### src/rtl/hilo_muldiv_if.sv
// ---------------------------------------------------------------------------
// hilo_muldiv_if
// Bundle between the EX/MEM pipeline and the HI/LO multiply/divide unit.
//   master : pipeline side (drives op requests, flush, MFHI/MFLO reads)
//   slave  : hilo_muldiv_unit (reports busy/stall/done, exposes HI/LO)
// Signals:
//   start, op[2:0], a, b  : op request and its operands
//   flush                 : squash any in-flight op
//   rd_req, hilo_sel      : MFHI/MFLO in the memory stage, 1 = HI, 0 = LO
//   busy, stall_req, done : unit status towards the hazard unit / pipeline
//   hi, lo, hilo_mux_out  : architectural registers and MFxx read data
// ---------------------------------------------------------------------------
interface hilo_muldiv_if #(
  parameter int WIDTH = 32
);
  logic             start;
  logic [2:0]       op;
  logic [WIDTH-1:0] a;
  logic [WIDTH-1:0] b;
  logic             flush;
  logic             rd_req;
  logic             hilo_sel;
  logic             busy;
  logic             stall_req;
  logic             done;
  logic [WIDTH-1:0] hi;
  logic [WIDTH-1:0] lo;
  logic [WIDTH-1:0] hilo_mux_out;

  modport master (
    output start, op, a, b, flush, rd_req, hilo_sel,
    input  busy, stall_req, done, hi, lo, hilo_mux_out
  );

  modport slave (
    input  start, op, a, b, flush, rd_req, hilo_sel,
    output busy, stall_req, done, hi, lo, hilo_mux_out
  );
endinterface

### src/rtl/hilo_muldiv_unit.sv
// ---------------------------------------------------------------------------
// hilo_muldiv_unit
// Multicycle multiply/divide unit owning the architectural HI/LO registers.
// MULT/MULTU finish in one busy cycle; DIV/DIVU run a restoring divide on
// operand magnitudes (one quotient bit per cycle) followed by a sign-fix
// cycle. MTHI/MTLO write directly while idle.
// Ports:
//   clk   : rising-edge clock
//   rst   : asynchronous reset, active-low
//   bus   : hilo_muldiv_if.slave
//     start/op/a/b      op request (0 MULT,1 MULTU,2 DIV,3 DIVU,4 MTHI,5 MTLO)
//     flush             abort in-flight op, ignore same-cycle start
//     rd_req/hilo_sel   MFHI/MFLO read request and HI/LO select
//     busy              mul/div in progress
//     stall_req         busy & (start | rd_req), combinational
//     done              one-cycle pulse while a freshly written result is shown
//     hi/lo             architectural registers
//     hilo_mux_out      hilo_sel ? hi : lo
// ---------------------------------------------------------------------------
module hilo_muldiv_unit #(
  parameter int WIDTH = 32
) (
  input logic          clk,
  input logic          rst,
  hilo_muldiv_if.slave bus
);

  localparam int CNT_W = (WIDTH > 2) ? $clog2(WIDTH) : 1;

  localparam logic [2:0] OP_MULT  = 3'd0;
  localparam logic [2:0] OP_MULTU = 3'd1;
  localparam logic [2:0] OP_DIV   = 3'd2;
  localparam logic [2:0] OP_DIVU  = 3'd3;
  localparam logic [2:0] OP_MTHI  = 3'd4;
  localparam logic [2:0] OP_MTLO  = 3'd5;

  typedef enum logic [1:0] {
    IDLE    = 2'd0,
    MUL     = 2'd1,
    DIV     = 2'd2,
    DIV_FIX = 2'd3
  } state_t;

  // Full-width product; operands are sign- or zero-extended to 2*WIDTH so a
  // single multiplier serves both signed and unsigned forms.
  function automatic logic [2*WIDTH-1:0] mul_full(input logic [WIDTH-1:0] x,
                                                  input logic [WIDTH-1:0] y,
                                                  input logic             sgn);
    logic signed [2*WIDTH-1:0] xe;
    logic signed [2*WIDTH-1:0] ye;
    logic signed [2*WIDTH-1:0] prod;
    xe   = sgn ? {{WIDTH{x[WIDTH-1]}}, x} : {{WIDTH{1'b0}}, x};
    ye   = sgn ? {{WIDTH{y[WIDTH-1]}}, y} : {{WIDTH{1'b0}}, y};
    prod = xe * ye;
    return prod;
  endfunction

  // Magnitude of a possibly-signed operand. MIN_INT maps to itself, which is
  // the correct magnitude when read as unsigned.
  function automatic logic [WIDTH-1:0] magnitude(input logic [WIDTH-1:0] x,
                                                 input logic             sgn);
    return (sgn && x[WIDTH-1]) ? (~x + 1'b1) : x;
  endfunction

  function automatic logic [WIDTH-1:0] apply_sign(input logic [WIDTH-1:0] x,
                                                  input logic             neg);
    return neg ? (~x + 1'b1) : x;
  endfunction

  state_t           state_q, state_d;

  logic [WIDTH-1:0] opa_q;      // original a: multiplicand, or dividend for /0
  logic [WIDTH-1:0] opb_q;      // original b: multiplier
  logic             sgn_q;      // signed variant of the op
  logic [WIDTH-1:0] rem_q;      // partial remainder
  logic [WIDTH-1:0] quo_q;      // dividend shifts out the top, quotient bits in
  logic [WIDTH-1:0] dvs_q;      // divisor magnitude
  logic             neg_quo_q;
  logic             neg_rem_q;
  logic             div_zero_q;
  logic [CNT_W-1:0] cnt_q;
  logic [WIDTH-1:0] hi_q;
  logic [WIDTH-1:0] lo_q;
  logic             done_q;

  logic             is_mul_op;
  logic             is_div_op;
  logic             sgn_op;
  logic             accept;

  logic [WIDTH:0]   shifted;
  logic [WIDTH:0]   trial;
  logic             bit_ge;
  logic [2*WIDTH-1:0] product;

  assign is_mul_op = (bus.op == OP_MULT) || (bus.op == OP_MULTU);
  assign is_div_op = (bus.op == OP_DIV)  || (bus.op == OP_DIVU);
  assign sgn_op    = (bus.op == OP_MULT) || (bus.op == OP_DIV);

  // New work is only taken while idle, and never in a flushed cycle.
  assign accept    = (state_q == IDLE) && bus.start && !bus.flush;

  // One restoring-divide step. shifted < 2*divisor, so bit WIDTH of trial is
  // set exactly when the subtraction would go negative.
  assign shifted   = {rem_q, quo_q[WIDTH-1]};
  assign trial     = shifted - {1'b0, dvs_q};
  assign bit_ge    = !trial[WIDTH];

  assign product   = mul_full(opa_q, opb_q, sgn_q);

  // State register
  always_ff @(posedge clk or negedge rst) begin
    if (!rst) begin
      state_q <= IDLE;
    end else begin
      state_q <= state_d;
    end
  end

  // Next-state logic; flush overrides every transition
  always_comb begin
    state_d = state_q;
    if (bus.flush) begin
      state_d = IDLE;
    end else begin
      unique case (state_q)
        IDLE: begin
          if (bus.start && is_mul_op) begin
            state_d = MUL;
          end else if (bus.start && is_div_op) begin
            state_d = DIV;
          end
        end
        MUL:     state_d = IDLE;
        DIV:     if (cnt_q == '0) state_d = DIV_FIX;
        DIV_FIX: state_d = IDLE;
        default: state_d = IDLE;
      endcase
    end
  end

  // Datapath and architectural registers
  always_ff @(posedge clk or negedge rst) begin
    if (!rst) begin
      opa_q      <= '0;
      opb_q      <= '0;
      sgn_q      <= 1'b0;
      rem_q      <= '0;
      quo_q      <= '0;
      dvs_q      <= '0;
      neg_quo_q  <= 1'b0;
      neg_rem_q  <= 1'b0;
      div_zero_q <= 1'b0;
      cnt_q      <= '0;
      hi_q       <= '0;
      lo_q       <= '0;
      done_q     <= 1'b0;
    end else begin
      done_q <= 1'b0;
      if (accept) begin
        if (is_mul_op || is_div_op) begin
          opa_q      <= bus.a;
          opb_q      <= bus.b;
          sgn_q      <= sgn_op;
          rem_q      <= '0;
          quo_q      <= magnitude(bus.a, sgn_op);
          dvs_q      <= magnitude(bus.b, sgn_op);
          neg_quo_q  <= sgn_op && (bus.a[WIDTH-1] ^ bus.b[WIDTH-1]);
          neg_rem_q  <= sgn_op && bus.a[WIDTH-1];
          div_zero_q <= (bus.b == '0);
          cnt_q      <= CNT_W'(WIDTH - 1);
        end
        if (bus.op == OP_MTHI) hi_q <= bus.a;
        if (bus.op == OP_MTLO) lo_q <= bus.a;
      end else if (!bus.flush) begin
        unique case (state_q)
          MUL: begin
            {hi_q, lo_q} <= product;
            done_q       <= 1'b1;
          end
          DIV: begin
            rem_q <= bit_ge ? trial[WIDTH-1:0] : shifted[WIDTH-1:0];
            quo_q <= {quo_q[WIDTH-2:0], bit_ge};
            cnt_q <= cnt_q - CNT_W'(1);
          end
          DIV_FIX: begin
            // Divide by zero reports all-ones quotient and the raw dividend.
            if (div_zero_q) begin
              lo_q <= '1;
              hi_q <= opa_q;
            end else begin
              lo_q <= apply_sign(quo_q, neg_quo_q);
              hi_q <= apply_sign(rem_q, neg_rem_q);
            end
            done_q <= 1'b1;
          end
          default: ;
        endcase
      end
    end
  end

  assign bus.busy         = (state_q != IDLE);
  assign bus.stall_req    = bus.busy && (bus.start || bus.rd_req);
  assign bus.done         = done_q;
  assign bus.hi           = hi_q;
  assign bus.lo           = lo_q;
  assign bus.hilo_mux_out = bus.hilo_sel ? hi_q : lo_q;

endmodule

### src/flat_wrapper.sv
// flat-port wrapper written by rule: the top's interface ports become plain ports
module hilo_muldiv_unit_flat 
#(
  parameter int WIDTH = 32
)
  (clk, rst, bus_start, bus_op, bus_a, bus_b, bus_flush, bus_rd_req, bus_hilo_sel, bus_busy, bus_stall_req, bus_done, bus_hi, bus_lo, bus_hilo_mux_out);
  hilo_muldiv_if #(.WIDTH(WIDTH)) bus_i ();
  input logic clk;
  input logic rst;
  input wire logic [$bits(bus_i.start)-1:0] bus_start;
  input wire logic [$bits(bus_i.op)-1:0] bus_op;
  input wire logic [$bits(bus_i.a)-1:0] bus_a;
  input wire logic [$bits(bus_i.b)-1:0] bus_b;
  input wire logic [$bits(bus_i.flush)-1:0] bus_flush;
  input wire logic [$bits(bus_i.rd_req)-1:0] bus_rd_req;
  input wire logic [$bits(bus_i.hilo_sel)-1:0] bus_hilo_sel;
  output wire logic [$bits(bus_i.busy)-1:0] bus_busy;
  output wire logic [$bits(bus_i.stall_req)-1:0] bus_stall_req;
  output wire logic [$bits(bus_i.done)-1:0] bus_done;
  output wire logic [$bits(bus_i.hi)-1:0] bus_hi;
  output wire logic [$bits(bus_i.lo)-1:0] bus_lo;
  output wire logic [$bits(bus_i.hilo_mux_out)-1:0] bus_hilo_mux_out;
  assign bus_i.start = bus_start;
  assign bus_i.op = bus_op;
  assign bus_i.a = bus_a;
  assign bus_i.b = bus_b;
  assign bus_i.flush = bus_flush;
  assign bus_i.rd_req = bus_rd_req;
  assign bus_i.hilo_sel = bus_hilo_sel;
  assign bus_busy = bus_i.busy;
  assign bus_stall_req = bus_i.stall_req;
  assign bus_done = bus_i.done;
  assign bus_hi = bus_i.hi;
  assign bus_lo = bus_i.lo;
  assign bus_hilo_mux_out = bus_i.hilo_mux_out;
  hilo_muldiv_unit #(.WIDTH(WIDTH)) u_core (.clk(clk), .rst(rst), .bus(bus_i));
endmodule
### config.mk
export PLATFORM = sky130hd
export DESIGN_NAME = hilo_muldiv_unit_flat
export DESIGN_NICKNAME = d
export VERILOG_FILES = /design/src/rtl/hilo_muldiv_if.sv /design/src/rtl/hilo_muldiv_unit.sv /design/src/flat_wrapper.sv
export SDC_FILE = /design/constraint.sdc
export NUM_CORES = 2
export LEC_CHECK = 0
export CAP_MARGIN = 10
export CORE_MARGIN = 2
export CORE_UTILIZATION = 50
export DETAILED_ROUTE_END_ITERATION = 10
export GPL_TIMING_DRIVEN = 0
export PLACE_DENSITY = 0.67
export SLEW_MARGIN = 0
export SYNTH_ARGS = -nofsm -noshare
export SYNTH_HDL_FRONTEND = slang
export SYNTH_SLANG_ARGS = --single-unit
### constraint.sdc
create_clock -name clk -period 13.3 [get_ports clk]
set_clock_uncertainty 0.1 [all_clocks]
set_input_delay 1.33 -clock clk [delete_from_list [all_inputs] [get_ports clk]]
set_output_delay 1.33 -clock clk [all_outputs]
set_load 0.1 [all_outputs]
# Word-level counts from Yosys, hierarchy flattened
# Index checks and enable logic that the tools add are counted.
# word_totals
reg_bits	236
word_cells	106
memories	0
romBits	0
ramBits	0
inputBits	73
latch_bits	0
# op_classes
n_div	0
reduce_logical	28
shift	0
n_lt_le_gt_ge	0
multipliers	1
bitwise_logic	5
eq_ne	14
n_addsub	6
muxes	38
# ops
operator	count
$mux 32	22
$add 32x1->32 const B	4
$mux 64	2
$not 32->32	4
$pmux 32 s2	2
$mul 64x64->64	1
$sub 33x32->33	1
$logic_not 32->1	1
$mux 5	4
$reduce_and 3->1	3
$logic_and 1x1->1	8
$mux 2	4
$eq 3x2->1 const B	2
$eq 3x3->1 const B	2
$ne 2x2->1 const B	3
$pmux 2 s3	1
$logic_not 5->1	1
$logic_or 1x1->1	5
$sub 5x1->5 const B	1
$eq 2x2->1 const B	2
$ne 4x4->1 const B	1
$reduce_and 2->1	2
$reduce_bool 2->1	2
$eq 3x1->1 const B	1
other kinds (10)	13

# Longest topological paths before layout
# depth
depth_word	7
ltp_mapped	36

# Worst setup path before layout
# OpenSTA, ideal clock, no wires.
# synth_timing
kind	flip-flop to flip-flop
startpoint	reg u_core.sgn_q
endpoint	reg u_core.hi_q[29], in the netlist u_core.bus.hi[29]
slack_ps	4088
arrival_time_ps	8988
path_stages_with_launch	29
path_cell_list	dfrtp_1 clkbuf_1 clkbuf_1 and3_1 fa_1 inv_1 fa_1 inv_1 fa_1 inv_1 fa_1 inv_1 fa_1 fa_1 fa_1 fa_1 fa_1 inv_1 fa_1 inv_1 ha_1 and3_1 nand2_1 or4_1 o221a_2 o31a_1 o21ai_0 a41oi_1 o31a_1
# synth_between
elab_chain_cells	5
elab_cells_between_ends	6
cone_classes	mul (1); mux (5)
# synth_lines
item	line_no	rtl
start, declared	hilo_muldiv_unit.sv:74	logic sgn_q;
start signal, assigned	hilo_muldiv_unit.sv:164	sgn_q <= sgn_op;
$mux 64 (on tied branches)	hilo_muldiv_unit.sv:52, hilo_muldiv_unit.sv:53	
$mul 64x64->64 (*)	hilo_muldiv_unit.sv:54	prod = xe * ye;
$pmux 32 s2 (*)	hilo_muldiv_unit.sv:176	unique case (state_q)
$mux 32 (*)	hilo_muldiv_unit.sv:175	end else if (!bus.flush) begin
$mux 32 (*)	hilo_muldiv_unit.sv:160	if (accept) begin
end signal, assigned	hilo_muldiv_unit.sv:173	if (bus.op == OP_MTHI) hi_q <= bus.a;
end signal, assigned	hilo_muldiv_unit.sv:178	{hi_q, lo_q} <= product;
end signal, assigned	hilo_muldiv_unit.sv:190	hi_q <= opa_q;
end, declared	hilo_muldiv_unit.sv:82	logic [WIDTH-1:0] hi_q;
# Mark *: on every way between the ends. The rest lies on a longest branch, timed or not. The select of a mux whose other input is x is not followed.
# A chain may end at the register's enable or synchronous reset.

# Worst setup path in the final report
# layout_timing
startpoint	reg u_core.sgn_q
endpoint	reg u_core.hi_q[22], in the netlist u_core.bus.hi[22]
# Same word-level chain as after synthesis.

==> summary.txt <==
Run status
  • Status: complete, but fails checks
  • Failing checks: capacitance limit, slew limit

Synthesis
  • Avg Synthesized Cell Area: 9.10 sq um
  • Synth Net Count: 8,871
  • Sequential area share after synthesis: 9.25%
  • Largest area contributor in the synthesized netlist: fa_1
  • Largest cells by area after synthesis: fa_1 (45%), dfrtp_1 (9.2%), inv_1 (9.1%)
  • Post-Synthesis Cells: 6,990
  • Ys flop type: dfrtp_1
  • Distinct cells, synth: 86
  • Flops & latches, synth: 235
  • Post-Syn Area: 63,600 sq um
  • Synth top area share: 44.8%
  • Syn. warnings: 0
  • Ys async rst share: 100%
  • Number of synthesized flops with an enable pin: 0

Floorplanning
  • Die ar.: 130,000 sq um
  • Core area: 126,000 sq um
  • Die height: 361 um
  • Top Ports: 172
  • Initial Utilization: 50.5%
  • Row Count: 130
  • Die X: 361 um

Setup path
  • Max incr delay on CP: 1010 ps
  • Delay-heaviest family, CP: adder cells
  • Reg2Reg Setup Slack: 990 ps
  • Worst reg2reg endpoint: u_core.bus.hi[22]
  • Critical path data required time: 13,740 ps
  • CP max-delay cell: clkbuf_1
  • Crit path top cell by count: fa_1
  • Crit Path Max Fanout: 10
  • Worst reg2reg path depth: 29
  • CP Launch Type: register
  • Crit end category: register
  • Setup CP Type: register to register
  • Worst path bufs/invs: 9
  • CP arrival: 12,750 ps
  • Worst reg2reg path startpoint: u_core.sgn_q

GRT
  • Gr usage total: 41.6%
  • Initial antenna violation count: 41
  • Largest net degree at the start of global routing: 99
  • First-pass GRT wire length: 384,000 um
  • Overflow after GRT: 0
  • Vias in the first global route: 55,100

Clocking
  • Post-cts resize count: 0
  • Total clock sinks: 235
  • Post-CTS Repair Setup Buffers: 0
  • Clock Path Buffers: 3
  • CTS clk-pin slew, worst paths: 60 ps
  • Hold_buf cts: 0
  • CTS HTree Levels: 1
  • Root Buffer: clkbuf_16
  • Clk_lat worst skew: 610 ps
  • Total CTS buffers: 29
  • TritonCTS clock tree: yes

Route
  • Detailed-route vias per instance: 6.02
  • Routed WL: 268,000 um
  • Initial DRT Pass Iterations: 10
  • DR iter-0 viols: 7,108
  • Detailed-route wire length per cell: 30.0 um
  • Vias: 53,700
  • Post-route DRC: 0
  • Antenna Nets Post-Route: 0

Hold path
  • Hold Crit Start: u_core.dvs_q[19]
  • Hold Path Class: register to register
  • Worst hold path endpoint: u_core.dvs_q[19]
  • WHS Path Cells: 2

Timing
  • Worst slew pin tran: 1500 ps
  • Minimum clock period: 12,310 ps
  • Setup violations, final: 0
  • Worst relative slew slack: -0.195%
  • FMAX: 0.0812 GHz
  • Number of hold violations in the final report: 0
  • RSZ-0062 raised after global routing: false
  • Setup_tns: 0 ps
  • Tcrit/Tclk final: 92.6%
  • Final slew viol count: 20

Cells and area
  • Leading cell type in the layout, fill and taps excluded: inv_1
  • Nets@finish: 9,097
  • Most frequent cells in the layout: inv_1 (1,539), fa_1 (1,422), nand2_1 (879)
  • Layout cell share with drive strength beyond 1: 2.18%
  • Area Growth Syn to Fin: 8.34%

Placed design
  • Final GP Congestion: 1.09
  • Post-DP HPWL: 222,000 um
  • IO buf count: 167

Run
  • Max Cap Viol: 2
==> metrics by stage <==
step	area, sq um	util, %	cells	hold slack, ps	setup WS [ps]
after floorplan	63600	-	6990	350	4090
final	68900	54.7	8926	381	989
after global placement	67300	53.5	8807	364	205
after detailed placement	67600	53.7	8824	371	1290
after CTS	68600	54.5	8875	384	1270
after global routing	68800	54.7	8897	391	879
==> metal layers <==
metal,vias to the layer above,share of wire (%),GRT usage (%),wire length [um]
met4,12,9.1,28.9,24300
met5,-,0.052,0.370,140
li1,21500,-,-,-
met2,3732,42,60.0,112000
met3,994,13,14.0,35600
met1,27400,36,52.7,95800
==> cell families (layout without fill, tap and decap cells) <==
group / after synthesis / after routing / share of synthesized area [%]
DFF: 235 / 235 / 9.25
and+or+nand+nor: 1975 / 1975 / 15.2
xor gates and xnor gates: 240 / 240 / 3.31
muxes: 57 / 57 / 0.980
other: 0 / 40 / 0
AOI/OAI and AO/OA: 768 / 768 / 7.65
buffers and inverters: 1904 / 2150 / 11.3
adders and majority gates: 1811 / 1811 / 52.4
==> synth_stat cells, types with 26 or more instances <==
cell type / n
inv_1: 1539
fa_1: 1422
nand2_1: 879
and2_1: 632
ha_1: 386
clkbuf_1: 342
dfrtp_1: 235
o21ai_0: 224
a21oi_1: 200
nor2_1: 197
xnor2_1: 142
xor2_1: 98
a21o_1: 51
nand3_1: 49
nor3_1: 40
o31ai_1: 40
mux2_2: 38
and3_1: 33
a31oi_1: 30
nand2b_1: 26
==> cell type report <==
| cell class | count | area (sq um) |
|---|---|---|
| Antenna cell | 40 | 100 |
| Buffer | 364 | 1380 |
| Clock buffer | 43 | 858 |
| Clock inverter | 8 | 100 |
| Fill cell | 11800 | 57000 |
| Inverter | 1540 | 5780 |
| Multi-Input combinational cell | 4851 | 50500 |
| Sequential cell | 235 | 5880 |
| Tap cell | 1650 | 2060 |
| Timing Repair Buffer | 195 | 2180 |
==> tightest hold or removal path: cells and delay by family, from the launching register on <==
| kind | cells | cell delay, ps |
|---|---|---|
| compound gates | 1 | 60 |
| flops | 1 | 340 |
| simple gates | 1 | 50 |
==> flip-flops by register name, indices dropped and copies added, names as in the netlist <==
name	flops
u_core.bus.lo	32
u_core.cnt_q	5
u_core.dvs_q	32
u_core.neg_quo_q	1
u_core.sgn_q	1
u_core.rem_q	32
u_core.neg_rem_q	1
u_core.quo_q	32
u_core.bus.hi	32
u_core.opa_q	32
u_core.div_zero_q	1
u_core.opb_q	31
u_core.state_q	2
u_core.bus.done	1
==> how the worst max path moves through the flow <==
stage / cells after the start / from / end / slack, ps
after CTS: 28 / u_core.sgn_q / u_core.bus.hi[31] / 1270
after detailed placement: 28 / u_core.sgn_q / u_core.bus.hi[31] / 1290
after global placement: 1 / rst / u_core.opb_q[30] / 200
after floorplan: 28 / u_core.sgn_q / u_core.bus.hi[29] / 4090
final: 29 / u_core.sgn_q / u_core.bus.hi[22] / 990
after global routing: 29 / u_core.sgn_q / u_core.bus.hi[22] / 880
Power is left out: the tool's default activity adds up to more than one toggle a clock period on the data nets, which glitch-free logic cannot reach.
